===== src/rtl/vga_timing_gen.sv =====
// Parametrised VGA raster timing generator: pixel-clock enable, h/v counters,
// registered sync/de/coordinates, snake-grid cell coordinates and event pulses.
module vga_timing_gen #(
  parameter int H_ACTIVE  = 640,
  parameter int H_FP      = 16,
  parameter int H_SYNC    = 96,
  parameter int H_BP      = 48,
  parameter int V_ACTIVE  = 480,
  parameter int V_FP      = 10,
  parameter int V_SYNC    = 2,
  parameter int V_BP      = 33,
  parameter int HS_POL    = 0,
  parameter int VS_POL    = 0,
  parameter int CLK_DIV   = 4,
  parameter int CELL_SIZE = 10,
  parameter int CW        = 12
) (
  input  logic          clk,
  input  logic          reset,
  input  logic          run,
  output logic          pix_ce,
  output logic          h_sync,
  output logic          v_sync,
  output logic          de,
  output logic [CW-1:0] x,
  output logic [CW-1:0] y,
  output logic [CW-1:0] cell_x,
  output logic [CW-1:0] cell_y,
  output logic          line_start,
  output logic          frame_start,
  output logic          vblank_start
);

  localparam int H_TOTAL = H_ACTIVE + H_FP + H_SYNC + H_BP;
  localparam int V_TOTAL = V_ACTIVE + V_FP + V_SYNC + V_BP;
  localparam int DW      = (CLK_DIV > 1) ? $clog2(CLK_DIV) : 1;

  localparam logic [DW-1:0] D_LAST       = DW'(CLK_DIV - 1);
  localparam logic [CW-1:0] H_LAST       = CW'(H_TOTAL - 1);
  localparam logic [CW-1:0] V_LAST       = CW'(V_TOTAL - 1);
  localparam logic [CW-1:0] H_ACT        = CW'(H_ACTIVE);
  localparam logic [CW-1:0] V_ACT        = CW'(V_ACTIVE);
  localparam logic [CW-1:0] H_SYNC_START = CW'(H_ACTIVE + H_FP);
  localparam logic [CW-1:0] H_SYNC_END   = CW'(H_ACTIVE + H_FP + H_SYNC);
  localparam logic [CW-1:0] V_SYNC_START = CW'(V_ACTIVE + V_FP);
  localparam logic [CW-1:0] V_SYNC_END   = CW'(V_ACTIVE + V_FP + V_SYNC);
  localparam logic [CW-1:0] CELL_LAST    = CW'(CELL_SIZE - 1);
  localparam logic          HS_ACT       = (HS_POL != 0);
  localparam logic          VS_ACT       = (VS_POL != 0);

  function automatic logic in_window(input logic [CW-1:0] pos,
                                     input logic [CW-1:0] lo,
                                     input logic [CW-1:0] hi);
    return (pos >= lo) && (pos < hi);
  endfunction

  logic [DW-1:0] d_cnt;
  logic [CW-1:0] h_cnt;
  logic [CW-1:0] v_cnt;
  logic [CW-1:0] x_off;
  logic [CW-1:0] y_off;
  logic [CW-1:0] cx_cnt;
  logic [CW-1:0] cy_cnt;

  logic          tick;
  logic          line_wrap;
  logic [CW-1:0] h_nxt;
  logic [CW-1:0] v_nxt;
  logic [CW-1:0] x_off_nxt;
  logic [CW-1:0] y_off_nxt;
  logic [CW-1:0] cx_nxt;
  logic [CW-1:0] cy_nxt;
  logic          de_nxt;
  logic          hs_nxt;
  logic          vs_nxt;
  logic          at_line0;

  assign tick = run && (d_cnt == D_LAST);

  // Candidate raster position for the next tick; only committed when tick is high.
  always_comb begin
    h_nxt     = h_cnt + 1'b1;
    v_nxt     = v_cnt;
    line_wrap = 1'b0;
    if (h_cnt == H_LAST) begin
      h_nxt     = '0;
      line_wrap = 1'b1;
      v_nxt     = (v_cnt == V_LAST) ? '0 : v_cnt + 1'b1;
    end
  end

  // Cell coordinates advance with a sub-cell offset instead of dividing x and y.
  always_comb begin
    x_off_nxt = x_off;
    cx_nxt    = cx_cnt;
    if (h_nxt == '0) begin
      x_off_nxt = '0;
      cx_nxt    = '0;
    end else if (h_nxt < H_ACT) begin
      if (x_off == CELL_LAST) begin
        x_off_nxt = '0;
        cx_nxt    = cx_cnt + 1'b1;
      end else begin
        x_off_nxt = x_off + 1'b1;
      end
    end
  end

  always_comb begin
    y_off_nxt = y_off;
    cy_nxt    = cy_cnt;
    if (line_wrap) begin
      if (v_nxt == '0) begin
        y_off_nxt = '0;
        cy_nxt    = '0;
      end else if (v_nxt < V_ACT) begin
        if (y_off == CELL_LAST) begin
          y_off_nxt = '0;
          cy_nxt    = cy_cnt + 1'b1;
        end else begin
          y_off_nxt = y_off + 1'b1;
        end
      end
    end
  end

  always_comb begin
    de_nxt   = (h_nxt < H_ACT) && (v_nxt < V_ACT);
    hs_nxt   = in_window(h_nxt, H_SYNC_START, H_SYNC_END) ? HS_ACT : !HS_ACT;
    vs_nxt   = in_window(v_nxt, V_SYNC_START, V_SYNC_END) ? VS_ACT : !VS_ACT;
    at_line0 = (h_nxt == '0);
  end

  // Divider and raster counters.
  always_ff @(posedge clk) begin
    if (reset) begin
      d_cnt  <= '0;
      h_cnt  <= H_LAST;
      v_cnt  <= V_LAST;
      x_off  <= '0;
      y_off  <= '0;
      cx_cnt <= '0;
      cy_cnt <= '0;
    end else begin
      if (run) begin
        d_cnt <= tick ? '0 : d_cnt + 1'b1;
      end
      if (tick) begin
        h_cnt  <= h_nxt;
        v_cnt  <= v_nxt;
        x_off  <= x_off_nxt;
        y_off  <= y_off_nxt;
        cx_cnt <= cx_nxt;
        cy_cnt <= cy_nxt;
      end
    end
  end

  // Output register: decoded from next-state counters so it lines up with pix_ce.
  always_ff @(posedge clk) begin
    if (reset) begin
      pix_ce       <= 1'b0;
      de           <= 1'b0;
      h_sync       <= !HS_ACT;
      v_sync       <= !VS_ACT;
      x            <= '0;
      y            <= '0;
      cell_x       <= '0;
      cell_y       <= '0;
      line_start   <= 1'b0;
      frame_start  <= 1'b0;
      vblank_start <= 1'b0;
    end else begin
      pix_ce       <= tick;
      line_start   <= 1'b0;
      frame_start  <= 1'b0;
      vblank_start <= 1'b0;
      if (tick) begin
        de           <= de_nxt;
        h_sync       <= hs_nxt;
        v_sync       <= vs_nxt;
        x            <= de_nxt ? h_nxt  : '0;
        y            <= de_nxt ? v_nxt  : '0;
        cell_x       <= de_nxt ? cx_nxt : '0;
        cell_y       <= de_nxt ? cy_nxt : '0;
        line_start   <= at_line0;
        frame_start  <= at_line0 && (v_nxt == '0);
        vblank_start <= at_line0 && (v_nxt == V_ACT);
      end
    end
  end

endmodule

===== config.mk =====
export PLATFORM = sky130hd
export DESIGN_NAME = vga_timing_gen
export DESIGN_NICKNAME = d
export VERILOG_FILES = /design/src/rtl/vga_timing_gen.sv
export SDC_FILE = /design/constraint.sdc
export NUM_CORES = 1
export LEC_CHECK = 0
export BUFFER_PORTS_ARGS = -buffer_cell sky130_fd_sc_hd__buf_4
export CAP_MARGIN = 10
export CORE_MARGIN = 4
export CORE_UTILIZATION = 40
export CTS_CLUSTER_SIZE = 14
export DETAILED_ROUTE_END_ITERATION = 8
export GPL_ROUTABILITY_DRIVEN = 0
export PLACE_DENSITY = 0.64
export SETUP_SLACK_MARGIN = 0.2
export SLEW_MARGIN = 20
export SYNTH_ARGS = -nofsm -noshare
export SYNTH_HDL_FRONTEND = slang
export SYNTH_SLANG_ARGS = --single-unit

===== constraint.sdc =====
create_clock -name clk -period 6.5 [get_ports clk]
set_input_delay 1.3 -clock clk [delete_from_list [all_inputs] [get_ports clk]]
set_output_delay 1.3 -clock clk [all_outputs]
set_load 0.02 [all_outputs]

# Word-level counts from Yosys, hierarchy flattened

Cells that the tools add are included.

Flip-flop bits (word level): 129
Output and inout bits: 55
Input bits: 3

Equal/unequal tests: 6
$lt $le $gt $ge: 6
Reduce and logical (&&, ||, !) cells: 13
Add/subtract/negate cells: 7
Bitwise logic cells: 1
Multiplexer cells: 24

Operators by type and width:

| cell                                                                     | count |
|---|---|
| 12-bit two-way mux                                                       | 20 |
| 12-bit by 1-bit adder with 12-bit output (second input constant)         | 6 |
| 12-bit by 10-bit == test with 1-bit output (second input constant)       | 2 |
| 12-bit by 4-bit == test with 1-bit output (second input constant)        | 2 |
| 12-bit zero test                                                         | 2 |
| 12-bit by 10-bit < comparator with 1-bit output (second input constant)  | 2 |
| 12-bit by 9-bit < comparator with 1-bit output (second input constant)   | 2 |
| 12-bit by 9-bit == test with 1-bit output (second input constant)        | 1 |
| 12-bit by 10-bit >= comparator with 1-bit output (second input constant) | 1 |
| 12-bit by 9-bit >= comparator with 1-bit output (second input constant)  | 1 |
| 1-bit logical AND                                                        | 6 |
| 2-bit nonzero test                                                       | 2 |
| 1-bit two-way mux                                                        | 3 |
| 3-bit AND reduction                                                      | 1 |
| 2-bit by 1-bit adder with 2-bit output (second input constant)           | 1 |
| 2-bit == test (second input constant)                                    | 1 |
| 2-bit two-way mux                                                        | 1 |
| 2-bit AND reduction                                                      | 1 |
| 2-bit OR reduction                                                       | 1 |
| 1-bit NOT                                                                | 1 |

# Depth between registers and ports, before layout

Gate-level depths: netlist (run 1).

Depth in word-level cells: 8
Mapped depth: 13

# Worst setup path before layout (run 1)

Ideal clock, no wire load.

Path kind: reg-to-reg
From: register h_cnt[0]
To: register cell_x[0]
Clock period less this slack: 2.983 ns
Path buffers: 3
Stages on the path, launching flop included: 12
Data required time: 6.440 ns
Arrival time: 2.923 ns
Path slack: 3.517 ns
Cell sequence: dfxtp_1 ha_1 buf_2 nand4_1 clkbuf_1 or3_1 o31ai_1 o221ai_2 or2_2 clkbuf_1 nor4_1 a22o_1

Cells in the longest elaborated chain, start to end: 6

RTL lines:

| item                                                                                                   | RTL line | text |
|---|---|---|
| start, declared                                                                                        | 58       | `logic [CW-1:0] h_cnt;` |
| start signal, assigned                                                                                 | 149      | `h_cnt <= h_nxt;` |
| 12-bit by 1-bit adder with 12-bit output or 12-bit by 10-bit == test with 1-bit output (tied branches) | 82, 85   |  |
| 12-bit two-way mux                                                                                     | 85       | `if (h_cnt == H_LAST) begin` |
| 12-bit by 10-bit < comparator with 1-bit output                                                        | 99, 128  |  |
| 12-bit two-way mux                                                                                     | 99       | `end else if (h_nxt < H_ACT) begin` |
| 12-bit two-way mux                                                                                     | 96       | `if (h_nxt == '0) begin` |
| 12-bit two-way mux *                                                                                   | 184      | `cell_x <= de_nxt ? cx_nxt : '0;` |
| end signal, assigned                                                                                   | 184      |  |
| end, declared                                                                                          | 27       | `output logic [CW-1:0] cell_x,` |

Every way passes the cells marked *; elsewhere a longest branch is shown, timed or not.
A chain may end at the register's enable or synchronous reset.

# Worst setup path after layout (run 1)

From: register h_cnt[0]
To: register cell_y[2]

Cells in the longest elaborated chain, start to end: 7

RTL lines:

| item                                                                                             | RTL line | text |
|---|---|---|
| parallel branches: the longest is 6 deep, another holds 12-bit by 1-bit adder with 12-bit output | -        |  |
| 12-bit two-way mux *                                                                             | 185      | `cell_y <= de_nxt ? cy_nxt : '0;` |
| end signal, assigned                                                                             | 185      |  |
| end, declared                                                                                    | 28       | `output logic [CW-1:0] cell_y,` |

Mark *: on every way between the ends.

==> run metrics, run 1 <==
r2r setup slk 2.48 ns; grt peak-use layer met2; Die ar. 0.01898 mm^2; Clk pin slew, worst setup/hold paths 0.06 ns; antenna cells 0; Syn-to-layout area delta 16.89%; Total Routing Usage GR 18.92%; CTS tree built; CTS resizes 0; initial core utilization 40.76%; via count 6059; Cell Chain, Critical Path ha_1 -> nand4_1 -> nor4_2 -> buf_4 -> a311oi_1 -> o221ai_2 -> nand3_4 -> nor4_4 -> nand2_1 -> o21ai_1; Top delay family on crit path simple AND/OR/NAND/NOR gates; WP buf/inv 1; global route overflow 0; CTS hold repair buffers 0; Setup crit start kind flip-flop; Final Hold Violating Endpoints 0; required time of the critical path 6.85 ns; Worst-Skew Late Latency 0.43 ns; met3 GRT Util 4.565%; Syn Inst Count 835; Placed Instance Area 0.007259 mm^2; Crit Reg-Reg Endpoint cell_y[2]$_SDFFE_PP0P_; area share of the largest cell type after synthesis 38.34%; IO Pins 58; largest net degree at the start of global routing 49; WL final 17.28 mm; Period minus WS final 4.021 ns; worst-path maximum fanout 18; Setup Fix Bufs, Post-CTS 0; max_cap viols 0; most common cell after layout, fill and taps aside dfxtp_1; leakage power 2.970 nW; post-synthesis sequential area ratio 38.34%; Hold WC Path Type reg -> reg; Area contributors post-synth dfxtp_1, nand2_1, nor2_1; skew final 0.01699 ns; first-pass GRT wire length 28.51 mm; share of flip-flops with an asynchronous set or reset 0%; syn avg cell area 8.066 um^2; initial antenna violation count 0; Slowest Stage Delay on Critical Path 0.53 ns; pwr/cell area 248.3 mW/mm^2; fin. max-slew vios 0; clock buffer count from CTS 17; Data arrival, critical path 4.37 ns; slowest CP cell nor4_4; status finished, final reports clean; RSZ-0062 raised after global routing no; CP endpoint kind flip-flop; setup TNS 0 ns; TritonRoute pass-1 iters 5; Ys Warns 0; final instance area 0.007873 mm^2; most frequent cells in the layout dfxtp_1, nand2_1, nor2_1; GRT met1 Usage 25.08%; Via density 5.538; htree depth 4; final setup vio count 0; fin crit share 61.86%; Cell Area, Synth 0.006735 mm^2; Slew @ Worst Pin 0.8195 ns; Max VDD drop 0.0001896 V; Max Fclk 248.7 MHz; violation count after the first detailed-routing iteration 530; CTS root buf clkbuf_16; Worst Reg-to-Reg Cells 10; Util after Layout 47.64%; Placeable Area 0.01652 mm^2; post-DP HPWL 11.75 mm; Placed Instances 1062; Hold Path End de$_SDFFE_PP0P_; FF+latch count, synth 129; reg2reg start h_cnt[0]$_SDFFE_PP1P_; Bufs on Longest Clock Path 2; number of remaining DRC errors 0; Nets 875; dominant cell type by area after synthesis dfxtp_1; Synth cell types 66; Die W 137.8 um; Setup CP Type reg -> reg; post-route antenna net violation count 0; hold path depth 2; Mapped Nets 849; layout cells sized above 1 14.19%; Most used DFF post-synth dfxtp_1; Hold Path Origin de$_SDFFE_PP0P_; vias in the first global route 5674; met2 GRT Util 30.31%; hold_ws 0.4395 ns; routed len/inst 15.80 um; Clock Sink Count 129; number of synthesized flops with an enable pin 0; Worst slew margin 44.79%; I/O Buffers 57; fin cells 1094; chip height 137.8 um; cell row count 47
worst max-delay path by stage:
stage / start / end / depth (start not counted)
5_1_grt: h_cnt[0]$_SDFFE_PP1P_ / cell_y[9]$_SDFFE_PP0P_ / 10
2_1_floorplan: h_cnt[0]$_SDFFE_PP1P_ / cell_x[0]$_SDFFE_PP0P_ / 11
6_report: h_cnt[0]$_SDFFE_PP1P_ / cell_y[2]$_SDFFE_PP0P_ / 10
3_3_place_gp: h_cnt[0]$_SDFFE_PP1P_ / cell_y[11]$_SDFFE_PP0P_ / 10
4_1_cts: h_cnt[0]$_SDFFE_PP1P_ / cell_y[11]$_SDFFE_PP0P_ / 10
3_5_place_dp: h_cnt[0]$_SDFFE_PP1P_ / cell_y[11]$_SDFFE_PP0P_ / 10
worst register-to-register path: cells and delay by family (launching register included):
family                     cells  cell delay (ns)
buffers and inverters          1             0.31
DFF                            1             0.44
adders and majority gates      1             0.41
AOI/OAI and AO/OA              3             0.82
and+or+nand+nor                5             1.97
power by group:
part | total, W | leakage, nW | switching, W | internal [W]
clock | 0.000988 | 0.291 | 0.000361 | 0.000626
sequential | 0.000803 | 1.04 | 0.00000669 | 0.000796
combinational | 0.000164 | 1.64 | 0.000116 | 0.0000474
total | 0.00195 | 2.97 | 0.000484 | 0.00147
synthesized netlist by cell type (4+ instances only):
cell,instances
o31ai_1,6
and4_1,4
nor4_4,4
nand4_1,29
nand2b_1,4
buf_1,5
ha_1,11
buf_2,10
mux2i_1,6
a22o_1,8
a21oi_1,41
nor4_2,4
or2_2,5
o41ai_1,4
a21o_1,4
xor2_1,34
nor4b_1,4
or3_1,4
a22oi_1,6
xnor2_1,34
nand3_1,35
and3_1,24
dfxtp_1,129
o21ai_1,18
clkbuf_1,40
nor4_1,15
nand2_1,98
o21ai_0,37
nand3b_1,7
nor3_1,33
a211oi_1,7
inv_1,13
and2_1,7
nor2_1,96
metal layers:
metal	up-vias	wire, um
li1	3041	-
met1	2840	8165
met2	152	7991
met3	26	867
met4	0	260
met5	-	0
logic make-up (layout without fill, tap and decap cells):
logic type | count (synthesis) | count (layout) | share of synthesized area (%)
AO/OA/AOI/OAI | 162 | 162 | 15.33
AND/OR/NAND/NOR | 388 | 388 | 30.08
multiplexers | 7 | 7 | 1.059
XOR/XNOR | 68 | 68 | 8.843
buffers and inverters | 70 | 109 | 4.310
adder cells (fa/ha/maj) | 11 | 11 | 2.043
flip-flops | 129 | 129 | 38.34
through the flow:
stage	power, W	worst slack, ns
after CTS	0.001976	2.472
after floorplan	0.0009375	3.517
after global placement	0.0009808	2.687
after global routing	0.002028	2.148
final	0.001954	2.479
after detailed placement	0.0009819	2.488
flip-flops by register name, indices dropped and copies added (netlist names), 2 cells and up:
register,cells
cell_x,12
cell_y,12
cx_cnt,12
cy_cnt,12
h_cnt,12
v_cnt,12
x,12
x_off,12
y,12
y_off,12
d_cnt,2
final cells by class:
class	instances	area, um^2
Inverter	13	48.80
Tap cell	220	275.3
Fill cell	1579	8652
Multi-Input combinational cell	636	3872
Clock buffer	21	460.4
Timing Repair Buffer	64	480.5
Sequential cell	129	2582
Clock inverter	11	152.6
Note: power is estimated with default switching activity, not from simulation.
==> run 2, diff against run 1 <==
==> constraint.sdc (replaced) <==
create_clock -name clk -period 3.7 [get_ports clk]
set_input_delay 0.74 -clock clk [delete_from_list [all_inputs] [get_ports clk]]
set_output_delay 0.74 -clock clk [all_outputs]
set_load 0.02 [all_outputs]
==> run 2 against run 1 <==
  * First-iteration DRC count is 7.9% lower
  * Flip-flop and latch count stayed put
  * Final cell count is 1.8% higher
  * Critical path depth is 3 lower
  * Via count is 1.6% higher
  * Total power is 80% higher
  * Critical path type unchanged
  * Largest cell class unchanged
  * Largest power group unchanged
  * Highest routed layer unchanged
==> run metrics, run 2 (same netlist as run 1, synthesis figures left out) <==
Final Hold Violating Endpoints 0; GRT met1 Usage 25.63%; final setup vio count 0; antenna cells 0; Worst slew margin 51.42%; fin. max-slew vios 0; met3 GRT Util 4.346%; Die ar. 0.01898 mm^2; Clock Sink Count 129; Top cell by count, worst path or4_4; CP endpoint kind flip-flop; Top delay family on crit path simple AND/OR/NAND/NOR gates; most common cell after layout, fill and taps aside dfxtp_1; leakage power 3.076 nW; TritonRoute pass-1 iters 5; Util after Layout 48.66%; number of remaining DRC errors 0; post-route antenna net violation count 0; I/O Buffers 57; max_cap viols 0; reg2reg start h_cnt[11]$_SDFFE_PP0P_; cell depth of the worst setup path 7; Slowest Stage Delay on Critical Path 0.67 ns; Via density 5.525; Max Fclk 299.1 MHz; WP buf/inv 0; Worst-Skew Late Latency 0.42 ns; initial core utilization 40.76%; Clk pin slew, worst setup/hold paths 0.06 ns; routed len/inst 15.96 um; pwr/cell area 437.5 mW/mm^2; Critical path destination x[5]$_SDFFE_PP0P_; Crit Reg-Reg Endpoint x[5]$_SDFFE_PP0P_; Syn-to-layout area delta 19.38%; grt peak-use layer met2; Cell Chain, Critical Path or4_4 -> or4_4 -> nor3_4 -> a311o_2 -> nand3_4 -> or4_4 -> o31ai_1; met2 GRT Util 31.97%; global route overflow 0; r2r setup slk 0.36 ns; WL final 17.78 mm; Die W 137.8 um; Setup CP Type reg -> reg; vias in the first global route 5955; IO Pins 58; via count 6155; status finished, final reports clean; fin crit share 90.35%; Period minus WS final 3.343 ns; layout cells sized above 1 16.33%; RSZ-0062 raised after global routing no; Data arrival, critical path 3.68 ns; setup TNS 0 ns; most frequent cells in the layout dfxtp_1, nand2_1, nor2_1; Setup crit start kind flip-flop; Hold WC Path Type reg -> reg; chip height 137.8 um; first-pass GRT wire length 29.61 mm; required time of the critical path 4.03 ns; Total Routing Usage GR 19.50%; post-DP HPWL 12.47 mm; clock buffer count from CTS 17; htree depth 4; CP Launch Point h_cnt[11]$_SDFFE_PP0P_; Slew @ Worst Pin 0.7221 ns; Nets 895; CTS tree built; Max VDD drop 0.0003485 V; hold_ws 0.4453 ns; violation count after the first detailed-routing iteration 488; slowest CP cell or4_4; initial antenna violation count 0; Worst Reg-to-Reg Cells 7; CTS hold repair buffers 0; Bufs on Longest Clock Path 2; Placeable Area 0.01652 mm^2; worst-path maximum fanout 21; cell row count 47; CTS root buf clkbuf_16; largest net degree at the start of global routing 43; skew final 0.008340 ns
-- run 2: changes by cell type in the layout (fill, tap and decap cells not counted) --
| cell | change |
|---|---|
| inv_6 | +1 |
| buf_4 | +20 |
| clkinv_2 | +1 |
| clkinv_4 | +1 |
| o21ai_1 | +1 |
| clkbuf_1 | -2 |
| bufinv_16 | +1 |
| o21ai_0 | -1 |
| clkbuf_8 | -2 |
-- run 2: worst min path at each step --
stage	from	end	slack (ns)	cells after the start
floorplan	cx_cnt[7]$_SDFFE_PP0P_	cx_cnt[7]$_SDFFE_PP0P_	0.46	2
global placement	de$_SDFFE_PP0P_	de$_SDFFE_PP0P_	0.44	2
detailed placement	de$_SDFFE_PP0P_	de$_SDFFE_PP0P_	0.44	2
finish	y[7]$_SDFFE_PP0P_	y[7]$_SDFFE_PP0P_	0.45	2
CTS	de$_SDFFE_PP0P_	de$_SDFFE_PP0P_	0.45	2
global route	y[8]$_SDFFE_PP0P_	y[8]$_SDFFE_PP0P_	0.46	2
-- run 2: tightest hold or removal path, cell delays in order, from the launching register on --
cell and delay, ns:
dfxtp_1 0.31, nand2_1 0.05, o21ai_1 0.05
-- run 2: layer usage --
layer  vias to the layer above  wire [um]
li1                       3076          -
met1                      2922       8397
met3                        24        732
met4                         0        289
met2                       133       8364
met5                         -          0
-- run 2: per-stage QoR --
stage	instance area (um^2)	instances	setup WS (ns)	total power (W)
finish	8040	1114	0.3571	0.003518
global route	8040	1114	0.2297	0.003647
CTS	8040	1114	0.3730	0.003547
detailed placement	7410	1082	0.3967	0.001744
global placement	7410	1082	0.4307	0.001744
floorplan	6735	835	0.7168	0.001647
-- run 2: power by group --
part	internal (W)	switching [W]
sequential	0.00140	0.0000100
clock	0.00113	0.000665
combinational	0.000101	0.000209
-- run 2: layout make-up --
type,instances,area (um^2)
Clock buffer,17,425.4
Clock inverter,15,205.2
Fill cell,1609,8484
Inverter,13,48.80
Multi-Input combinational cell,636,3872
Sequential cell,129,2582
Tap cell,220,275.3
Timing Repair Buffer,84,630.6
-- run 2: timing repair --
| item | in CTS | in global routing |
|---|---|---|
| setup buffers | 0 | 0 |
| gates resized for setup | 0 | 1 |
| endpoints found under the hold margin | 0 | 0 |
| setup endpoints to repair | 0 | 3 |
